**config.mk**
```make
export PLATFORM = sky130hd
export DESIGN_NAME = multiport_register_file
export DESIGN_NICKNAME = d
export VERILOG_FILES = /design/src/rtl/multiport_register_file.sv
export SDC_FILE = /design/constraint.sdc
export NUM_CORES = 2
export LEC_CHECK = 0
export CELL_PAD_IN_SITES_DETAIL_PLACEMENT = 1
export CELL_PAD_IN_SITES_GLOBAL_PLACEMENT = 2
export CORE_ASPECT_RATIO = 0.6
export CORE_MARGIN = 3
export CORE_UTILIZATION = 25
export CTS_CLUSTER_DIAMETER = 50
export DETAILED_ROUTE_END_ITERATION = 10
export DONT_BUFFER_PORTS = 1
export GPL_TIMING_DRIVEN = 0
export HOLD_SLACK_MARGIN = 0.1
export PLACE_DENSITY = 0.51
export SYNTH_ARGS = -nofsm -noshare
export SYNTH_HDL_FRONTEND = slang
export SYNTH_SLANG_ARGS = --single-unit
```
**constraint.sdc**
```tcl
create_clock -name clock_in -period 5.4 [get_ports clock_in]
set_input_delay 1.08 -clock clock_in [delete_from_list [all_inputs] [get_ports clock_in]]
set_output_delay 1.08 -clock clock_in [all_outputs]
set_load 0.05 [all_outputs]
```
**src/rtl/multiport_register_file.sv**
```systemverilog
// Operand register file: N registered read ports, one write port with write-first
// bypass, and a clear sequencer that zeroes the array after reset or on request.
module multiport_register_file #(
  parameter int unsigned DATA_WIDTH             = 8,
  parameter int unsigned NUMBER_OF_REGISTERS    = 256,
  parameter int unsigned NUMBER_OF_READ_PORTS   = 2,
  localparam int unsigned ADDRESS_WIDTH         = $clog2(NUMBER_OF_REGISTERS)
) (
  input  logic                                         clock_in,
  input  logic                                         reset_in,
  input  logic                                         clear_request_in,
  input  logic                                         write_enable_in,
  input  logic [ADDRESS_WIDTH-1:0]                     write_register_address_in,
  input  logic [DATA_WIDTH-1:0]                        write_data_in,
  input  logic [NUMBER_OF_READ_PORTS*ADDRESS_WIDTH-1:0] read_register_addresses_in,
  output logic [NUMBER_OF_READ_PORTS*DATA_WIDTH-1:0]    read_data_out,
  output logic                                         clear_busy_out,
  output logic                                         write_dropped_out
);

  localparam logic [0:0] ST_CLEAR = 1'b0;
  localparam logic [0:0] ST_READY = 1'b1;
  localparam logic [ADDRESS_WIDTH-1:0] LAST_ADDRESS = ADDRESS_WIDTH'(NUMBER_OF_REGISTERS - 1);

  logic [0:0]                                      r_state;
  logic [ADDRESS_WIDTH-1:0]                        r_clear_address;
  logic                                            r_clear_busy;
  logic                                            r_write_dropped;
  logic [NUMBER_OF_READ_PORTS*DATA_WIDTH-1:0]      r_read_data;
  logic [DATA_WIDTH-1:0]                           r_registers [NUMBER_OF_REGISTERS];

  logic [0:0]                                      w_state_next;
  logic [ADDRESS_WIDTH-1:0]                        w_clear_address_next;
  logic                                            w_clear_busy_next;
  logic                                            w_write_dropped_next;
  logic                                            w_array_write;
  logic [ADDRESS_WIDTH-1:0]                        w_array_address;
  logic [DATA_WIDTH-1:0]                           w_array_data;
  logic [NUMBER_OF_READ_PORTS*DATA_WIDTH-1:0]      w_read_data_next;

  // Next-state logic; the clear sequencer owns the array write port while in CLEAR.
  always_comb begin
    w_state_next         = r_state;
    w_clear_address_next = r_clear_address;
    w_clear_busy_next    = r_clear_busy;
    w_write_dropped_next = 1'b0;
    w_array_write        = 1'b0;
    w_array_address      = write_register_address_in;
    w_array_data         = write_data_in;
    if (r_state == ST_CLEAR) begin
      w_array_write        = 1'b1;
      w_array_address      = r_clear_address;
      w_array_data         = '0;
      w_clear_address_next = r_clear_address + ADDRESS_WIDTH'(1);
      w_write_dropped_next = write_enable_in;
      if (r_clear_address == LAST_ADDRESS) begin
        w_state_next      = ST_READY;
        w_clear_busy_next = 1'b0;
      end
    end else begin
      w_array_write = write_enable_in;
      if (clear_request_in) begin
        w_state_next         = ST_CLEAR;
        w_clear_address_next = '0;
        w_clear_busy_next    = 1'b1;
      end
    end
    if (reset_in) begin
      w_array_write = 1'b0;
    end
  end

  // Reads are masked to zero during CLEAR so uninitialised contents never escape.
  always_comb begin
    w_read_data_next = '0;
    for (int p = 0; p < int'(NUMBER_OF_READ_PORTS); p++) begin
      if (r_state == ST_READY) begin
        if (write_enable_in &&
            (read_register_addresses_in[p*ADDRESS_WIDTH +: ADDRESS_WIDTH] == write_register_address_in)) begin
          w_read_data_next[p*DATA_WIDTH +: DATA_WIDTH] = write_data_in;
        end else begin
          w_read_data_next[p*DATA_WIDTH +: DATA_WIDTH] =
            r_registers[read_register_addresses_in[p*ADDRESS_WIDTH +: ADDRESS_WIDTH]];
        end
      end
    end
  end

  always_ff @(posedge clock_in) begin
    if (reset_in) begin
      r_state         <= ST_CLEAR;
      r_clear_address <= '0;
      r_clear_busy    <= 1'b1;
      r_write_dropped <= 1'b0;
      r_read_data     <= '0;
    end else begin
      r_state         <= w_state_next;
      r_clear_address <= w_clear_address_next;
      r_clear_busy    <= w_clear_busy_next;
      r_write_dropped <= w_write_dropped_next;
      r_read_data     <= w_read_data_next;
    end
  end

  always_ff @(posedge clock_in) begin
    if (w_array_write) begin
      r_registers[w_array_address] <= w_array_data;
    end
  end

  assign read_data_out     = r_read_data;
  assign clear_busy_out    = r_clear_busy;
  assign write_dropped_out = r_write_dropped;

endmodule

```
==> reports/qor.yml <==
post-route-cell-area_um2: 113000
grt_pass1_vias: 61900
power.total_mw: 37.1
critical_path.reg2reg.endpoint: "r_registers[48][0]$_DFFE_PP_"
fillers: 39600
chipHeight_um: 490
cp-start-kind: "input pin"
synthCells: 5287
syn_nets: 5324
largest_family_of_logic_cells_by_synthesized_area: "multiplexers"
worst_slack_ns: -0.434
seq_area_frac_synth_pct: 63.6
synth_seq_cells: 2075
fin_skew_ns: 0.0858
depth_of_the_worst_register_to_register_path: 8
cts_inserted_buffers: 220
grt_antenna_before_repair: 112
period_minus_slack_ns: 5.83
min_delay_worst_endpoint: "clear_busy_out$_SDFFE_PP1P_"
cts_tree: "done"
top_level_ports: 54
final_layout_size_suffix_gt1_share_pct: 29.9
clkSinkCount: 2075
final-hold-violation-count: 0
most_utilized_layer_in_the_global_route_result: "met1"
antenna_left: 0
initial_utilization_pct: 25.3
routed-via-count: 67600
synth-compound-area-share_pct: 4.64
clkSlewWorstSetupHoldPaths_ns: 0.06
worst-endpoint-required_ns: 6.17
worst_hold_path.num_cells: 1
cts.hold.buffers_added: 0
synth_top_cell_by_area: "sky130_fd_sc_hd__edfxtp_1"
ctsHtreeMaxLevel: 4
failed_checks: "max-capacitance violations, max-slew violations, negative setup slack"
status: "finished, violations left"
gr-usage-met3_pct: 15.9
end_kind: "flop"
detail_route.wirelength_um: 580000
die_x_um: 812
nets: 5621
ys_top_cells_by_area: "sky130_fd_sc_hd__edfxtp_1 (63%), sky130_fd_sc_hd__mux4_2 (21%), sky130_fd_sc_hd__mux2i_1 (4.0%)"
reg2reg_from: "r_state$_SDFF_PP0_"
top_cell_type_s_share_of_synthesized_area_pct: 63.0
clock_insertion_delay_worst_skew_ns: 1.00
fraction_of_synthesized_cell_area_in_xor_and_xnor_cells_pct: 0.180
number_of_placement_rows: 176
grt_overflow: 0
met2_usage_pct: 34.3
tightest_slew_ns: 1.63
setup_repair_after_global_routing_missed_its_margin: "false"
muxShareOfSynthArea_pct: 25.8
postSynth.asyncResetShare_pct: 0
finish.cell_count_without_fillers: 11000
cts.repair_timing.setup_buffer_count: 0
critical_path.cell_chain: "buf_2 > buf_2 > buf_2 > dlygate4sd1_1 > a21oi_1 > o41ai_1 > a21oi_1 > a211o_1"
worst_ir_drop_vdd_mv: 0.241
slew-limit-headroom_pct: -8.52
synth.cell_area_um2: 97500
post_dp_cell_area_um2: 106000
drt_iter0_drc: 14600
ctsRootBufferMaster: "sky130_fd_sc_hd__clkbuf_16"
crit_fanout: 10
place.detailed.instances: 10500
areaGrowthSynthToFinish_pct: 16.0
port_buffers: 0
grt.met1_usage_pct: 41.9
final_max_slew_viol_count: 169
final-setup-viol-count: 15
core_um2: 386000
synth-adder-area-share_pct: 0.0128
synth_warnings: 0
worstSetupPathType: "input pin to flop"
cts_buffer_depth: 4
detail_route.vias_per_cell: 6.16
gr-usage-all-layers_pct: 28.3
worst_ep_arrival_time_ns: 6.61
largest_net_degree_at_the_start_of_global_routing: 85
critical-path-max-stage-delay_ns: 1.23
min_from: "reset_in"
detail_route.drc_violations: 0
syn-mean-instance-area_um2: 18.5
reg2reg_setup_slack_ns: 0.06
pwr_density_cell_nw_per_um2: 328
min-delay-path-class: "input pin to flop"
yosys_most_used_dff: "sky130_fd_sc_hd__edfxtp_1"
post_synth_and_or_nand_nor_area_fraction_pct: 3.45
grt_first_pass_wirelength_um: 719000
dp_hpwl_um: 440000
p_leak_nw: 33.7
drv.max_cap_violation_count: 18
first_pass_iters: 6
synth_enable_flop_cells: 2048
timing.critical_path.slowest_stage_cell: "sky130_fd_sc_hd__dlygate4sd1_1"
routed_wire_length_per_instance_um: 52.9
die-area_um2: 398000
globalplace.congestion: 1.02
critical_path.most_common_cell: "sky130_fd_sc_hd__buf_2"
netlist-cell-type-count: 64
finalCritPeriodShare_pct: 108
fmax_ghz: 0.171
-- cell type report --
| cell class | count | area (um^2) | area share [%] |
|---|---|---|---|
| diodes | 50 | 125 | 0.111 |
| plain buffers | 419 | 2400 | 2.12 |
| clock buffers | 280 | 5910 | 5.22 |
| clock inverters | 113 | 1060 | 0.933 |
| inverters | 7 | 27.5 | 0.0243 |
| multi-input cells | 2786 | 33500 | 29.7 |
| flip-flops and latches | 2075 | 62000 | 54.8 |
| well taps | 5162 | 6460 | 5.71 |
| repair buffers | 75 | 1560 | 1.38 |
-- flip-flops by register name, summed over array words and instances (netlist names) --
| register | flops |
|---|---|
| r_state | 1 |
| write_dropped_out | 1 |
| read_data_out | 16 |
| r_registers | 2048 |
| r_clear_address | 8 |
| clear_busy_out | 1 |
-- layer usage --
| metal | share of wire (%) | vias to the layer above |
|---|---|---|
| met5 | 0.27 | - |
| met4 | 3.1 | 34 |
| met3 | 17 | 732 |
| met2 | 36 | 5577 |
| met1 | 44 | 38000 |
| li1 | - | 23300 |
-- worst max path at each step --
stage	start	end	slack, ns	depth (start not counted)
2_1_floorplan	r_state$_SDFF_PP0_	r_registers[0][0]$_DFFE_PP_	1.66	6
3_3_place_gp	r_state$_SDFF_PP0_	r_registers[150][4]$_DFFE_PP_	-3.03	6
3_5_place_dp	read_register_addresses_in[9]	read_data_out[9]$_SDFF_PP0_	-2.45	12
4_1_cts	read_register_addresses_in[1]	read_data_out[6]$_SDFF_PP0_	0.05	10
5_1_grt	read_register_addresses_in[1]	read_data_out[0]$_SDFF_PP0_	0.03	10
6_report	read_register_addresses_in[12]	read_data_out[8]$_SDFF_PP0_	-0.43	8
-- logic make-up after synthesis --
group                      after synthesis
buffers and inverters                  426
xor gates and xnor gates                20
adders and majority gates                1
and+or+nand+nor                        769
muxes                                 1350
AOI/OAI and AO/OA                      646
DFF                                   2075
-- repair_timing --
item | CTS | global route
endpoints found under the hold margin | 0 | 0
gates cloned | 0 | 0
endpoints found under the setup margin | 15 | 6
resized for setup | 35 | 8
pin swaps | 4 | 0
-- synth_stat cells, types with 10 or more instances --
cell type                     n
sky130_fd_sc_hd__a211o_1     15
sky130_fd_sc_hd__a211oi_1    55
sky130_fd_sc_hd__a21o_1      16
sky130_fd_sc_hd__a21oi_1    103
sky130_fd_sc_hd__a22oi_1     76
sky130_fd_sc_hd__a31oi_1     22
sky130_fd_sc_hd__a32oi_1     14
sky130_fd_sc_hd__a41oi_1     14
sky130_fd_sc_hd__and2_1      14
sky130_fd_sc_hd__buf_1       30
sky130_fd_sc_hd__buf_2      138
sky130_fd_sc_hd__buf_4       70
sky130_fd_sc_hd__buf_6       24
sky130_fd_sc_hd__clkbuf_1   147
sky130_fd_sc_hd__dfxtp_1     27
sky130_fd_sc_hd__edfxtp_1  2048
sky130_fd_sc_hd__mux2_2      39
sky130_fd_sc_hd__mux2i_1    389
sky130_fd_sc_hd__mux4_1      10
sky130_fd_sc_hd__mux4_2     909
sky130_fd_sc_hd__nand2_1    197
sky130_fd_sc_hd__nand2b_1    18
sky130_fd_sc_hd__nand3_1     77
sky130_fd_sc_hd__nor2_1     325
sky130_fd_sc_hd__nor2b_1     25
sky130_fd_sc_hd__nor3_1      54
sky130_fd_sc_hd__nor4_1      27
sky130_fd_sc_hd__o211ai_1    12
sky130_fd_sc_hd__o21ai_0     37
sky130_fd_sc_hd__o221ai_1    97
sky130_fd_sc_hd__o22ai_1    138
sky130_fd_sc_hd__o31ai_1     14
sky130_fd_sc_hd__o41ai_1     11
sky130_fd_sc_hd__xnor2_1     15
-- through the flow --
stage | hold WS (ns) | setup TNS [ns] | util, % | setup WS, ns
6_report | 0.243 | -3.98 | 29.3 | -0.434
5_1_grt | 0.225 | 0 | 29.3 | 0.0309
4_1_cts | 0.190 | 0 | 29.2 | 0.0525
3_5_place_dp | 0.618 | -29.85 | 27.4 | -2.45
3_3_place_gp | 0.592 | -6443.50 | 27.0 | -3.03
2_1_floorplan | 0.489 | 0 | - | 1.66
-- worst max-delay path: cells and delay by family --
kind	cells	cell delay [ns]
AOI/OAI and AO/OA	4	2.06
buffers and inverters	4	3.37
-- where the power goes --
| group | leakage, nW | internal [mW] | switching (mW) | total (mW) |
|---|---|---|---|---|
| logic | 12.5 | 1.02 | 2.88 | 3.90 |
| clock network | 3.39 | 8.58 | 7.21 | 15.8 |
| registers | 17.8 | 17.4 | 0.0122 | 17.4 |
| total | 33.7 | 27.0 | 10.1 | 37.1 |
-- cells in the final DEF (no fill, tap or decap), types with 27 or more instances in the layout --
| cell type | synthesis | final |
|---|---|---|
| sky130_fd_sc_hd__o21ai_0 | 37 | 37 |
| sky130_fd_sc_hd__buf_16 | 0 | 30 |
| sky130_fd_sc_hd__nand3_1 | 77 | 76 |
| sky130_fd_sc_hd__clkinv_1 | 1 | 41 |
| sky130_fd_sc_hd__o221ai_1 | 97 | 97 |
| sky130_fd_sc_hd__buf_12 | 0 | 27 |
| sky130_fd_sc_hd__a21oi_1 | 103 | 102 |
| sky130_fd_sc_hd__mux2i_1 | 389 | 386 |
| sky130_fd_sc_hd__o22ai_1 | 138 | 138 |
| sky130_fd_sc_hd__edfxtp_1 | 2048 | 2048 |
| sky130_fd_sc_hd__nor2_1 | 325 | 300 |
| sky130_fd_sc_hd__mux4_2 | 909 | 909 |
| sky130_fd_sc_hd__nand2_1 | 197 | 196 |
| sky130_fd_sc_hd__clkbuf_2 | 3 | 61 |
| sky130_fd_sc_hd__mux2_2 | 39 | 39 |
| sky130_fd_sc_hd__nor3_1 | 54 | 54 |
| sky130_fd_sc_hd__clkbuf_16 | 0 | 228 |
| sky130_fd_sc_hd__a22oi_1 | 76 | 76 |
| sky130_fd_sc_hd__buf_6 | 24 | 30 |
| sky130_fd_sc_hd__buf_2 | 138 | 138 |
| sky130_fd_sc_hd__clkbuf_1 | 147 | 139 |
| sky130_fd_sc_hd__diode_2 | 0 | 50 |
| sky130_fd_sc_hd__a211oi_1 | 55 | 44 |
| sky130_fd_sc_hd__clkinv_2 | 0 | 33 |
| sky130_fd_sc_hd__buf_4 | 70 | 90 |
| sky130_fd_sc_hd__dfxtp_1 | 27 | 27 |
No activity file was read; power rests on OpenSTA's default activity.
